`config.mk`:
```
export PLATFORM = sky130hd
export DESIGN_NAME = boxcar_averager
export DESIGN_NICKNAME = d
export VERILOG_FILES = /design/src/rtl/boxcar_averager.sv
export SDC_FILE = /design/constraint.sdc
export NUM_CORES = 1
export LEC_CHECK = 0
export CORE_UTILIZATION = 56
export DETAILED_ROUTE_END_ITERATION = 16
export PLACE_DENSITY_LB_ADDON = 0.12
export SLEW_MARGIN = 5
export SYNTH_ARGS = -nofsm -noshare
export SYNTH_HDL_FRONTEND = slang
export SYNTH_SLANG_ARGS = --single-unit
```
`constraint.sdc`:
```
create_clock -name clk -period 17.3 [get_ports clk]
set_clock_uncertainty 0.2 [all_clocks]
set_input_delay 1.73 -clock clk [delete_from_list [all_inputs] [get_ports clk]]
set_output_delay 1.73 -clock clk [all_outputs]
set_load 0.02 [all_outputs]
```
`src/rtl/boxcar_averager.sv`:
```
// -----------------------------------------------------------------------------
// boxcar_averager
//   Triggered boxcar integrator/averager for one signed ADC channel.
//   On each rising trigger edge accepted in IDLE it waits `delay` samples,
//   sums `gate_len` consecutive samples into shot_sum, and adds that shot
//   into avg_acc. After 2^avg_log2 shots it emits a saturated, arithmetically
//   shifted result on dout with a one-cycle dout_valid pulse.
//
// Ports
//   clk, reset     sample clock, asynchronous active-high reset
//   enable         run enable; low aborts the current shot/average
//   din            signed sample
//   trig_in        trigger level; the rising edge is the event
//   delay          samples from trigger to gate start (latched per shot)
//   gate_len       gate width in samples, 0 behaves as 1 (latched per shot)
//   avg_log2       shots per average = 2^avg_log2, clamped to 16
//   out_shift      arithmetic right shift applied before saturation
//   dout           saturated result, held between updates
//   dout_valid     one-cycle pulse on dout update
//   busy           state != IDLE
//   shot_cnt       accepted triggers (wrapping)
//   missed_cnt     triggers ignored while busy
//
// Build option
//   BOXCAR_MISSED_CNT_EN  when defined, missed_cnt counts (saturating) events
//                         that arrive with enable=1 outside IDLE; otherwise
//                         missed_cnt is tied to 0.
// -----------------------------------------------------------------------------
module boxcar_averager #(
    parameter int DATA_W = 16,
    parameter int CNT_W  = 16,
    parameter int ACC_W  = 48
) (
    input  logic              clk,
    input  logic              reset,
    input  logic              enable,
    input  logic [DATA_W-1:0] din,
    input  logic              trig_in,
    input  logic [CNT_W-1:0]  delay,
    input  logic [CNT_W-1:0]  gate_len,
    input  logic [4:0]        avg_log2,
    input  logic [5:0]        out_shift,
    output logic [DATA_W-1:0] dout,
    output logic              dout_valid,
    output logic              busy,
    output logic [31:0]       shot_cnt,
    output logic [15:0]       missed_cnt
);

    localparam int SUM_W = DATA_W + CNT_W;
    localparam logic signed [ACC_W-1:0] SAT_MAX = {{(ACC_W-DATA_W+1){1'b0}}, {(DATA_W-1){1'b1}}};
    localparam logic signed [ACC_W-1:0] SAT_MIN = {{(ACC_W-DATA_W+1){1'b1}}, {(DATA_W-1){1'b0}}};

    typedef enum logic [1:0] {IDLE, DELAY, INTEG, EMIT} state_t;

    state_t                  state, state_nx;
    logic                    trig_d, trig_evt, accept, last;
    logic [CNT_W-1:0]        cnt, gate_l, gate_eff;
    logic [4:0]              avg_l;
    logic [5:0]              shift_l;
    logic signed [SUM_W-1:0] shot_sum, shot_total;
    logic signed [ACC_W-1:0] avg_acc, acc_shift;
    logic [16:0]             shots_done, shots_inc, shots_tgt;
    logic [DATA_W-1:0]       sat_val;

    assign trig_evt   = trig_in & ~trig_d;
    assign accept     = enable && (state == IDLE) && trig_evt;
    assign last       = (state == INTEG) && (cnt == '0);
    assign gate_eff   = (gate_len == '0) ? CNT_W'(1) : gate_len;
    assign shot_total = shot_sum + {{CNT_W{din[DATA_W-1]}}, din};
    assign shots_inc  = shots_done + 17'd1;
    assign shots_tgt  = 17'd1 << avg_l;
    assign acc_shift  = avg_acc >>> shift_l;  // shifts >= ACC_W collapse to 0 / -1
    assign busy       = (state != IDLE);

    always_comb begin
        if (acc_shift > SAT_MAX)
            sat_val = {1'b0, {(DATA_W-1){1'b1}}};
        else if (acc_shift < SAT_MIN)
            sat_val = {1'b1, {(DATA_W-1){1'b0}}};
        else
            sat_val = acc_shift[DATA_W-1:0];
    end

    // ---------------- state register ----------------
    always_ff @(posedge clk or posedge reset) begin
        if (reset) state <= IDLE;
        else       state <= state_nx;
    end

    // ---------------- next state ----------------
    always_comb begin
        state_nx = state;
        if (!enable) begin
            state_nx = IDLE;
        end else begin
            case (state)
                IDLE:    if (accept) state_nx = (delay != '0) ? DELAY : INTEG;
                DELAY:   if (cnt == '0) state_nx = INTEG;
                INTEG:   if (last) state_nx = (shots_inc == shots_tgt) ? EMIT : IDLE;
                EMIT:    state_nx = IDLE;
                default: state_nx = IDLE;
            endcase
        end
    end

    // ---------------- datapath ----------------
    // cnt is shared: it counts down the delay, then is reloaded for the gate.
    always_ff @(posedge clk or posedge reset) begin
        if (reset) begin
            trig_d     <= 1'b0;
            cnt        <= '0;
            gate_l     <= '0;
            avg_l      <= '0;
            shift_l    <= '0;
            shot_sum   <= '0;
            avg_acc    <= '0;
            shots_done <= '0;
            dout       <= '0;
            dout_valid <= 1'b0;
            shot_cnt   <= '0;
        end else begin
            trig_d     <= trig_in;
            dout_valid <= 1'b0;
            if (!enable) begin
                shot_sum   <= '0;
                avg_acc    <= '0;
                shots_done <= '0;
            end else begin
                case (state)
                    IDLE: if (accept) begin
                        gate_l   <= gate_eff;
                        avg_l    <= (avg_log2 > 5'd16) ? 5'd16 : avg_log2;
                        shift_l  <= out_shift;
                        cnt      <= (delay != '0) ? delay - CNT_W'(1) : gate_eff - CNT_W'(1);
                        shot_sum <= '0;
                        shot_cnt <= shot_cnt + 32'd1;
                    end
                    DELAY: cnt <= (cnt == '0) ? gate_l - CNT_W'(1) : cnt - CNT_W'(1);
                    INTEG: begin
                        if (last) begin
                            avg_acc    <= avg_acc + {{(ACC_W-SUM_W){shot_total[SUM_W-1]}}, shot_total};
                            shots_done <= shots_inc;
                            shot_sum   <= '0;
                        end else begin
                            shot_sum <= shot_total;
                            cnt      <= cnt - CNT_W'(1);
                        end
                    end
                    EMIT: begin
                        dout       <= sat_val;
                        dout_valid <= 1'b1;
                        avg_acc    <= '0;
                        shots_done <= '0;
                    end
                    default: ;
                endcase
            end
        end
    end

`ifdef BOXCAR_MISSED_CNT_EN
    always_ff @(posedge clk or posedge reset) begin
        if (reset)
            missed_cnt <= '0;
        else if (enable && trig_evt && (state != IDLE) && (missed_cnt != 16'hFFFF))
            missed_cnt <= missed_cnt + 16'd1;
    end
`else
    assign missed_cnt = '0;
`endif

endmodule

```
==> flow_summary.json <==
{
  "synth_top_family_by_area": "compound AO/OA/AOI/OAI gates",
  "setup_viol": 0,
  "yosys_warnings": 0,
  "synthSimpleGateAreaFrac": 0.182,
  "worst-setup-path-type": "in2reg",
  "holdBufCountCts": 0,
  "critPathMaxFanout": 18,
  "dieHeight_um": 177,
  "final_layout_size_suffix_gt1_frac": 0.0742,
  "initial_core_util": 0.573,
  "antennaDiodeCount": 0,
  "synth_top_area_share": 0.281,
  "hold_violations": 0,
  "globalplace.congestion": 0.962,
  "h-tree-depth": 4,
  "cp_num_buf_inv": 1,
  "synth-edff-count": 0,
  "period_needed_ns": 8.11,
  "netlist_instances": 2005,
  "grt_pass1_wl_um": 77000,
  "finalCritPeriodShare": 0.469,
  "drt-initial-drc-count": 1271,
  "p_leak_nw": 8.12,
  "synth_area_leaders": "dfrtp_1 (28%), ha_1 (7.1%), nand2_1 (6.4%), mux4_2 (6.3%), o21ai_0 (5.3%)",
  "max_freq_ghz": 0.123,
  "r2r_start": "shot_sum[0]",
  "cp-end-kind": "flop",
  "crit_required_ns": 17.44,
  "muxShareOfSynthArea": 0.113,
  "die-area_sq_um": 31200,
  "vdd_drop_max_v": 0.0000797,
  "netlist_area_sq_um": 17100,
  "drtPass1Iterations": 5,
  "ys.flop_type": "dfrtp_1",
  "wl_per_cell_um": 18.7,
  "min_to": "shot_cnt[31]",
  "layout_setup_ws_ns": 9.19,
  "hold_depth": 1,
  "yosysTopAreaCell": "dfrtp_1",
  "area_growth_syn_to_layout_pct": 10.7,
  "async_flop_share": 1.00,
  "routed_via_density": 6.28,
  "dp.final_hpwl_um": 33400,
  "cts_tree": "yes",
  "r2r_end": "avg_acc[41]",
  "coreArea_sq_um": 29800,
  "grt_max_degree": 124,
  "tns_ns": 0,
  "drc": 0,
  "synth_cell_types": 84,
  "worst_setup_path_start_kind": "input port",
  "io_buffers": 112,
  "vias": 15400,
  "fin_nets": 2211,
  "gr-total-overflow": 0,
  "drt_wl_total_um": 45900,
  "max-clock-path-buffers": 2,
  "clk_latency_ns": 0.46,
  "ys_seq_area_frac": 0.281,
  "cts_resized": 0,
  "avgSynthCellArea_sq_um": 8.52,
  "worst_pin_slew_ns": 1.19,
  "clk_pin_slew_ns": 0.08,
  "root_buffer": "clkbuf_16",
  "max_slew_margin": 0.205,
  "total_power_mw": 2.11,
  "r2r_cells": 23,
  "slew_violations": 0,
  "power_density_nw_per_um2": 111,
  "rsz0062_at_grt": "no",
  "worstPathCellList": "clkdlybuf4s50_1 > ha_1 > a21o_1 > a21o_1 > or3_1 > o21ai_0 > mux2_2 > or2_2 > ha_1 > and3_1 > nand2_1 > or2_2 > a2111oi_0 > o21ai_0 > a31oi_1 > mux2i_1 > and3b_1 > o2bb2ai_1",
  "yosys.area_share.adder": 0.0734,
  "cap_viol_max_count": 0,
  "min_path_type": "reg2reg",
  "die_x_um": 177,
  "synth_compound_area_frac": 0.230,
  "cts_made_buffers": 17,
  "cts_setup_buffers": 0,
  "outcome": "completed",
  "grt_use_total": 0.305,
  "hp-start": "shot_cnt[31]",
  "place_worst_setup_slack_ns": 8.76,
  "synth-xor-area-share": 0.0733,
  "ys_seq_elements": 192,
  "antenna_found_initial": 0,
  "final_antenna_net_count": 0,
  "num_rows": 63,
  "slowest_stage": "clkdlybuf4s50_1",
  "ff2ff_setup_slack_ns": 10.86,
  "critical_path.top_delay_family": "compound AO/OA/AOI/OAI gates",
  "arrival_ns": 8.24,
  "grt_pass1_vias": 14900,
  "clkSinkCount": 192,
  "ioPinCount": 129,
  "fillCellCount": 2610,
  "cpPeakStageDelay_ns": 0.99
}
power breakdown:
group / total (mW) / switching, mW / leakage (nW) / internal [mW]
registers: 0.612 / 0.0858 / 2.56 / 0.526
clock network: 0.415 / 0.202 / 0.293 / 0.212
logic: 1.08 / 0.650 / 5.27 / 0.431
total: 2.11 / 0.938 / 8.12 / 1.17
worst register-to-register path, delay by kind of cell, from the launching register on:
family	cells	cell delay (ns)
buf+inv	1	0.08
mux	1	0.24
compound gates	15	4.39
flops	1	0.38
fa+ha+maj	3	0.75
simple gates	3	0.30
layout by cell type, fill, tap and decap left out, types with 43 or more instances in the layout:
cell type        instances
inv_1                   48
nor2_1                 151
mux4_2                  48
xor2_1                  58
nand3_1                 44
xnor2_1                 85
dfrtp_1                190
a21oi_1                138
nor3_1                  43
nand2_1                292
clkdlybuf4s50_1        112
ha_1                    97
o21ai_0                181
state kept, by name, summed over array words and instances (netlist names):
signal,flops
avg_acc,48
avg_l,5
cnt,16
dout,16
dout_valid,1
gate_l,16
shift_l,6
shot_cnt,32
shot_sum,32
shots_done,17
state,2
trig_d,1
area by class of cell:
| cell class | instances | area, sq um | share of cell area |
|---|---|---|---|
| Tap cell | 390 | 488 | 0.0258 |
| Timing Repair Buffer | 130 | 1260 | 0.0664 |
| Multi-Input combinational cell | 1655 | 11600 | 0.611 |
| Inverter | 53 | 206 | 0.0109 |
| Clock inverter | 13 | 141 | 0.00748 |
| Clock buffer | 19 | 453 | 0.0240 |
| Sequential cell | 192 | 4810 | 0.254 |
stage by stage:
stage	area, sq um	hold WS, ns	util	instances
after global routing	18900	0.299	0.635	2452
after CTS	18900	0.284	0.635	2452
after floorplan	17100	0.250	-	2020
after global placement	18300	0.262	0.615	2420
after detailed placement	18300	0.266	0.615	2420
final	18900	0.285	0.635	2452
how the worst max path moves through the flow:
stage	cells after the start	from	end	slack, ns
2_1_floorplan	1	reset	avg_acc[0]	10.14
3_3_place_gp	18	din[15]	avg_acc[47]	9.00
4_1_cts	18	din[15]	avg_acc[47]	9.22
3_5_place_dp	18	din[15]	avg_acc[47]	8.76
6_report	18	din[15]	avg_acc[47]	9.19
5_1_grt	18	din[15]	avg_acc[47]	8.87
routing by layer:
layer  vias to the layer above  wire length (um)  GRT usage
met1                      7435             20600      0.411
met3                        84              2110     0.0419
li1                       7456                 -          -
met2                       434             22200      0.508
met4                         0              1070     0.0945
met5                         -                 0          0
cell usage after synthesis (23+ instances only):
library cell	number
nor2_1	152
dfrtp_1	192
nand3_1	45
o21ai_0	181
a22o_1	33
nand2_1	292
mux4_2	48
inv_1	49
a211oi_1	25
a31oi_1	23
o211ai_1	25
mux2_2	24
a21oi_1	138
ha_1	97
mux2i_1	35
xor2_1	58
nor3_1	43
clkbuf_1	78
a21o_1	37
xnor2_1	85
cells by family (layout without fill, tap and decap cells):
| logic type | after synthesis | in the layout |
|---|---|---|
| muxes | 118 | 118 |
| adders and majority gates | 99 | 99 |
| buffers and inverters | 173 | 215 |
| xor gates and xnor gates | 143 | 143 |
| AOI/OAI and AO/OA | 598 | 598 |
| DFF | 192 | 192 |
| other | 1 | 16 |
| and+or+nand+nor | 681 | 681 |
Power figures use the tool's default switching activity.
